## config.mk

```make
export PLATFORM = sky130hd
export DESIGN_NAME = id_stage
export DESIGN_NICKNAME = d
export VERILOG_FILES = /design/src/rtl/id_stage.sv
export SDC_FILE = /design/constraint.sdc
export NUM_CORES = 2
export LEC_CHECK = 0
export CORE_MARGIN = 2
export CORE_UTILIZATION = 45
export CTS_CLUSTER_DIAMETER = 50
export DETAILED_ROUTE_END_ITERATION = 10
export GPL_TIMING_DRIVEN = 0
export PLACE_DENSITY_LB_ADDON = 0.05
export RECOVER_POWER = 100
export SLEW_MARGIN = 20
export SYNTH_ARGS = -nofsm -noshare
export SYNTH_HDL_FRONTEND = slang
export SYNTH_SLANG_ARGS = --single-unit
export TNS_END_PERCENT = 50
```

## constraint.sdc

```tcl
create_clock -name clk -period 71.7 [get_ports clk]
set_input_delay 7.17 -clock clk [delete_from_list [all_inputs] [get_ports clk]]
set_output_delay 7.17 -clock clk [all_outputs]
set_load 0.02 [all_outputs]
```

## src/rtl/id_stage.sv

```systemverilog
// Instruction-decode stage: register file, field decode, sign extension,
// load-use hazard detection and the registered ID/EX bundle.
module id_stage #(
  parameter int NREG = 32,
  parameter int XLEN = 32
) (
  input  logic            clk,
  input  logic            rst,
  input  logic            i_valid,
  input  logic [XLEN-1:0] i_pc,
  input  logic [31:0]     i_instr,
  input  logic            i_flush,
  input  logic            ex_ld,
  input  logic [4:0]      ex_rd,
  input  logic            wb_en,
  input  logic [4:0]      wb_addr,
  input  logic [XLEN-1:0] wb_data,
  output logic            o_stall,
  output logic            o_valid,
  output logic [XLEN-1:0] o_pc,
  output logic [5:0]      o_op,
  output logic [4:0]      o_rd,
  output logic [XLEN-1:0] o_rs1_val,
  output logic [XLEN-1:0] o_rs2_val,
  output logic [XLEN-1:0] o_imm,
  output logic [XLEN-1:0] o_br_tgt,
  output logic            o_wr_en,
  output logic            o_ld,
  output logic            o_st,
  output logic            o_br,
  output logic            o_jmp,
  output logic            o_illegal
);

  localparam logic [5:0] OP_NOP  = 6'h00;
  localparam logic [5:0] OP_ADD  = 6'h01;
  localparam logic [5:0] OP_SUB  = 6'h02;
  localparam logic [5:0] OP_AND  = 6'h03;
  localparam logic [5:0] OP_OR   = 6'h04;
  localparam logic [5:0] OP_ADDI = 6'h08;
  localparam logic [5:0] OP_LW   = 6'h10;
  localparam logic [5:0] OP_SW   = 6'h11;
  localparam logic [5:0] OP_BEQ  = 6'h18;
  localparam logic [5:0] OP_JMP  = 6'h19;

  logic [XLEN-1:0] r_regs [NREG];

  logic [5:0]      w_op;
  logic [4:0]      w_rd, w_rs1, w_rs2;
  logic            w_wr, w_ld, w_st, w_br, w_jmp, w_illegal, w_uses_rs2;
  logic [XLEN-1:0] w_imm, w_br_tgt, w_rs1_val, w_rs2_val;
  logic            w_haz, w_issue;

  assign w_op  = i_instr[31:26];
  assign w_rd  = i_instr[25:21];
  assign w_rs1 = i_instr[20:16];
  // Stores carry their data register in the rd slot.
  assign w_rs2 = (w_op == OP_SW) ? i_instr[25:21] : i_instr[15:11];

  // NOTE: every always_comb output gets a default first so no path infers a latch.
  always_comb begin
    w_wr       = 1'b0;
    w_ld       = 1'b0;
    w_st       = 1'b0;
    w_br       = 1'b0;
    w_jmp      = 1'b0;
    w_illegal  = 1'b0;
    w_uses_rs2 = 1'b0;
    case (w_op)
      OP_NOP: ;
      OP_ADD, OP_SUB, OP_AND, OP_OR: begin
        w_wr       = 1'b1;
        w_uses_rs2 = 1'b1;
      end
      OP_ADDI: w_wr = 1'b1;
      OP_LW: begin
        w_wr = 1'b1;
        w_ld = 1'b1;
      end
      OP_SW: begin
        w_st       = 1'b1;
        w_uses_rs2 = 1'b1;
      end
      OP_BEQ: begin
        w_br       = 1'b1;
        w_uses_rs2 = 1'b1;
      end
      OP_JMP:  w_jmp = 1'b1;
      default: w_illegal = 1'b1;
    endcase
  end

  assign w_imm    = w_jmp ? {{(XLEN-26){i_instr[25]}}, i_instr[25:0]}
                          : {{(XLEN-16){i_instr[15]}}, i_instr[15:0]};
  assign w_br_tgt = i_pc + (w_imm << 2);

  // Write-through lets an instruction see the value being written back this cycle.
  assign w_rs1_val = (w_rs1 == 5'd0)                 ? '0      :
                     (wb_en && (wb_addr == w_rs1))   ? wb_data : r_regs[w_rs1];
  assign w_rs2_val = (w_rs2 == 5'd0)                 ? '0      :
                     (wb_en && (wb_addr == w_rs2))   ? wb_data : r_regs[w_rs2];

  assign w_haz   = i_valid && ex_ld && (ex_rd != 5'd0) &&
                   ((ex_rd == w_rs1) || (w_uses_rs2 && (ex_rd == w_rs2)));
  assign o_stall = w_haz && !i_flush && !rst;
  assign w_issue = i_valid && !i_flush && !w_haz;

  // NOTE: the register file is reset explicitly because all architectural
  // registers must read zero after reset; this rules out a RAM macro.
  always_ff @(posedge clk or posedge rst) begin
    if (rst) begin
      for (int i = 0; i < NREG; i++) r_regs[i] <= '0;
    end else if (wb_en && (wb_addr != 5'd0)) begin
      r_regs[wb_addr] <= wb_data;
    end
  end

  // NOTE: sequential state uses non-blocking assignments so every register
  // samples pre-edge values regardless of statement order.
  always_ff @(posedge clk or posedge rst) begin
    if (rst) begin
      o_valid   <= 1'b0;
      o_pc      <= '0;
      o_op      <= '0;
      o_rd      <= '0;
      o_rs1_val <= '0;
      o_rs2_val <= '0;
      o_imm     <= '0;
      o_br_tgt  <= '0;
      o_wr_en   <= 1'b0;
      o_ld      <= 1'b0;
      o_st      <= 1'b0;
      o_br      <= 1'b0;
      o_jmp     <= 1'b0;
      o_illegal <= 1'b0;
    end else begin
      o_valid   <= w_issue;
      o_pc      <= i_pc;
      o_op      <= w_op;
      o_rd      <= w_rd;
      o_rs1_val <= w_rs1_val;
      o_rs2_val <= w_rs2_val;
      o_imm     <= w_imm;
      o_br_tgt  <= w_br_tgt;
      o_wr_en   <= w_issue && w_wr && (w_rd != 5'd0);
      o_ld      <= w_issue && w_ld;
      o_st      <= w_issue && w_st;
      o_br      <= w_issue && w_br;
      o_jmp     <= w_issue && w_jmp;
      o_illegal <= w_issue && w_illegal;
    end
  end

endmodule

```

### Yosys cells after proc, flatten, opt, wreduce, memory -nomap -nowiden

Cells that the tools add are included.

* bitwise logic cells: 3
* div/mod/pow operators: 0
* eq/ne operators: 13
* $add $sub $neg: 1
* $mul: 0
* reduce and logical (&&, ||, !) cells: 32
* multiplexer cells: 22
* shifts and indexed selects: 0
* $lt $le $gt $ge: 4

Operators with widths (number)
* $bwmux W1024: 1
* $bmux W32 S5: 2
* $mux W32: 10
* $demux W32 S5: 1
* $add A32 B32 Y32: 1
* $eq A6 B5 Y1 const B: 4
* $eq A5 B5 Y1: 4
* $logic_and A1 B1 Y1: 19
* $ge A6 B6 Y1 const B: 3
* $not A5 Y6: 3
* $reduce_bool A5 Y1: 3
* $eq A6 B2 Y1 const B: 2
* $reduce_or A6 Y1: 2
* $logic_not A5 Y1: 2
* $reduce_or A10 Y1: 1
* $mux W1: 7
* $eq A6 B1 Y1 const B: 1
* $eq A6 B3 Y1 const B: 1
* $eq A6 B4 Y1 const B: 1
* $logic_not A6 Y1: 1
* $lt A6 B1 Y1 const B: 1
* $mux W5: 1
* $logic_not A1 Y1: 3
* $logic_or A1 B1 Y1: 1

* bits in registers: 1202
* logic and storage cells: 121
* output and inout bits: 179
* ROM bits: 0
* memories: 0
* bits in writable memories: 0
* latch bits: 0

### Depth between registers and ports, before layout

* word-level depth: 10
* mapped depth: 16
* gate-level depth less buffers: 13

### Least setup slack after synthesis

Ideal clock, no wire load.

* path kind: input port to output port
* start: in i_instr[30]
* end: out o_stall
* arrival: 9.274 ns
* stages on the path: 9
* data required time: 64.530 ns
* path buffers: 2
* path slack: 55.256 ns
* cell sequence: buf_2 -> nor3b_2 -> and3_1 -> buf_2 -> or3_1 -> a2111oi_0 -> nand4_1 -> a21oi_1 -> nor3b_1

* longest elaborated chain between the ends: 8
* elaborated cells on any way between the ends: 15
* those cells by class: eq/ne (7); mux (2); reduce/logical (6)

RTL lines
* start, declared: line 11 `input logic [31:0] i_instr,`
* $eq A6 B5 Y1, or another cell as far along: line 58, 69
* $mux W5 or $reduce_or A6 Y1 (tied branches)
* $eq A5 B5 Y1 or $mux W1 (tied branches): line 104, 69
* $logic_and A1 B1 Y1 (*): line 104 `((ex_rd == w_rs1) || (w_uses_rs2 && (ex_rd == w_rs2)));`
* $logic_or A1 B1 Y1 (*): line 104
* $logic_and A1 B1 Y1 (*): line 103 `assign w_haz = i_valid && ex_ld && (ex_rd != 5'd0) &&`
* $logic_and A1 B1 Y1 (*) (2 in a row): line 105 `assign o_stall = w_haz && !i_flush && !rst;`
* end, declared: line 18 `output logic o_stall,`

Mark *: on every way between the ends. The rest lies on a longest branch, timed or not.

==> flow_summary.yaml <==
grt:
  grt_start_max_net_pins: 102
  grt_pass1_wl_um: 375100
  grt_usage: 0.3903
  antenna_found_initial: 20
  grt_overflow: 0
  grt_pass1_vias: 45036
synth:
  syn_area_sq_um: 61710
  synth_seq_cells: 1194
  synthTopCellsByCount: "dfrtp_1 (1194), mux2_2 (995), mux2i_1 (453), mux4_2 (325), clkbuf_1 (305)"
  syn_nets: 4629
  synth.avg_cell_area_sq_um: 13.76
  synth_cells: 4483
  ys_warn_count: 0
  synth_most_common_cell: "dfrtp_1"
  synth.distinct_cells: 75
  synth_top_area_frac: 0.4842
  ys_seq_area_frac: 0.4842
  yosys.area.top_type: "dfrtp_1"
  synth_area_leaders: "dfrtp_1 (48%), mux2_2 (18%), mux4_2 (12%), mux2i_1 (7.3%), clkbuf_1 (1.9%)"
  async_flop_share: 1.000
  synth_edf_count: 0
  synth_flop_cell: "dfrtp_1"
sta:
  drv_slew: 1365
  rsz0062_at_grt: "false"
  setup_viol_count_final: 0
  tns_ns: 0
  finalCritPeriodShare: 0.3431
  tightest_slew_ns: 5.433
  max_freq_mhz: 40.65
  hold_viol: 0
  slew_headroom: -2.622
  fin_crit_ns: 24.60
  fin_worst_skew_ns: 0.04713
floorplan:
  std_cell_rows: 135
  initial_core_util: 0.4544
  die_h_um: 374.3
  die_w_um: 374.3
  die_area_sq_um: 140100
  num_io_pins: 291
  core-area_sq_um: 135800
finish:
  layout-drive-gt1-share: 0.3513
  instances_no_fill: 6868
  area_delta_synth_final_pct: 18.09
  num-fill-cells: 11813
  fin_nets: 5103
detailed_routing:
  routed_via_density: 6.755
  drc: 0
  firstDrtPassIters: 9
  wirelength_um: 275100
  dr.first_iter.drc_count: 6317
  num_vias: 46395
  ant_nets: 0
  wl_per_cell_um: 40.06
cts:
  clock_path_buffers: 3
  clkLatencyLatePin_ns: 0.84
  postCtsSetupBuffers: 0
  cts_tree: "yes"
  hold_buffers: 0
  cts_max_level: 4
  cts-root-buf: "clkbuf_16"
  clock_sinks: 1194
  post_cts_resized: 0
  numCtsBuffers: 155
  path_clk_slew_ns: 0.06
power:
  power.leakage_nw: 32.02
  peakVddDrop_v: 0.00002155
  pwr_density_cell_nw_per_um2: 29.87
worst_setup_path:
  cp-startpoint: "rst"
  reg2reg_from: "r_regs[131]"
  worstRegToRegCells: 4
  path_max_fanout: 89
  reg2reg_slack_ns: 69.39
  endpoint: "r_regs[343]"
  worstSetupStartpointType: "input pin"
  crit_required_ns: 71.86
  r2r_end: "o_rs1_val[3]"
  cp-end-kind: "asynchronous set/reset pin"
  cp_data_arrival_time_ns: 24.76
  critPathKind: "input pin to asynchronous set/reset pin"
run_status:
  status: "finished with violations"
  violations: "capacitance limit, slew limit"
min_path:
  hold_path_class: "flop to flop"
placement:
  io_buffers: 279
  dp_hpwl_um: 187400
  gp_congestion: 0.9793
  dp.cells: 6581
job:
  maxCapViolCount: 28
## worst max-delay path, cell delays in order
cell	delay (ns)
dlygate4sd3_1	0.57
clkinvlp_2	1.37
clkbuf_1	2.64
clkbuf_1	3.33
clkbuf_1	3.74
clkbuf_1	3.17
clkbuf_1	2.50
## power by group
| group | switching [mW] | leakage (nW) | internal [mW] |
|---|---|---|---|
| Clock | 0.323 | 2.65 | 0.512 |
| Combinational | 0.228 | 14.2 | 0.227 |
| Sequential | 0.0875 | 15.2 | 0.798 |
| Total | 0.639 | 32.0 | 1.54 |
## layer usage
layer	vias to the layer above	share of wire	GRT usage	wire, um
met5	-	0.00031	0	85
met4	10	0.065	0.2186	18020
met3	754	0.12	0.1505	34240
met2	3158	0.42	0.5554	116100
met1	24419	0.39	0.5093	106700
li1	18054	-	-	-
## sequential cells by signal (all words and copies together), names as in the netlist, 5 cells and up
signal / count
o_rs2_val: 32
o_rd: 5
o_br_tgt: 32
o_op: 6
o_imm: 26
o_rs1_val: 32
o_pc: 30
r_regs: 1024
## final cells by class
cell class / count / area (sq um) / area share
timing repair buffer: 317 / 3334 / 0.04576
clock buffer: 212 / 4425 / 0.06073
buffer: 475 / 2111 / 0.02897
tap: 1781 / 2228 / 0.03058
sequential: 1194 / 29880 / 0.4100
inverter: 13 / 50.05 / 0.0006868
antenna: 9 / 22.52 / 0.0003091
clock inverter: 66 / 1052 / 0.01444
multi-input combinational: 2801 / 29770 / 0.4085
## worst min path at each step
| stage | to | cells after the start | start |
|---|---|---|---|
| final | r_regs[1008] | 1 | r_regs[1008] |
| after global routing | r_regs[1015] | 1 | r_regs[1015] |
| after CTS | r_regs[1023] | 1 | r_regs[1023] |
| after detailed placement | r_regs[1012] | 1 | r_regs[1012] |
| after global placement | r_regs[1020] | 1 | r_regs[1020] |
| after floorplan | r_regs[1012] | 1 | r_regs[1012] |
## through the flow
stage | setup slack [ns] | power (mW) | area (sq um) | hold WS (ns) | util
floorplan | 30.89 | 1.170 | 61710 | 0.4407 | -
finish | 47.10 | 2.177 | 72870 | 0.4828 | 0.5366
global route | 43.81 | 2.243 | 72850 | 0.5002 | 0.5364
global placement | 15.16 | 1.334 | 66730 | 0.4586 | 0.4913
CTS | 54.08 | 2.177 | 73320 | 0.4833 | 0.5399
detailed placement | 54.08 | 1.346 | 67840 | 0.4637 | 0.4995
## logic make-up after synthesis
| kind of cell | share of synthesized area |
|---|---|
| flops | 0.4842 |
| fa+ha+maj | 0.007016 |
| xor+xnor | 0.006245 |
| mux | 0.3739 |
| simple gates | 0.03895 |
| buf+inv | 0.03336 |
| compound gates | 0.05629 |
## cells in the final DEF, fill, tap and decap left out, drive strengths merged, types with 40 or more instances in the layout
| cell | instances |
|---|---|
| mux2 | 996 |
| and3 | 52 |
| dfrtp | 1194 |
| nand2 | 161 |
| clkbuf | 588 |
| a221oi | 64 |
| buf | 137 |
| o22ai | 70 |
| a211oi | 50 |
| nor2 | 112 |
| mux4 | 325 |
| clkdlybuf4s50 | 40 |
| nand3 | 68 |
| nor3 | 40 |
| dlygate4sd3 | 239 |
| o2111ai | 50 |
| a222oi | 56 |
| mux2i | 453 |
No activity file was read; power rests on OpenSTA's default activity.
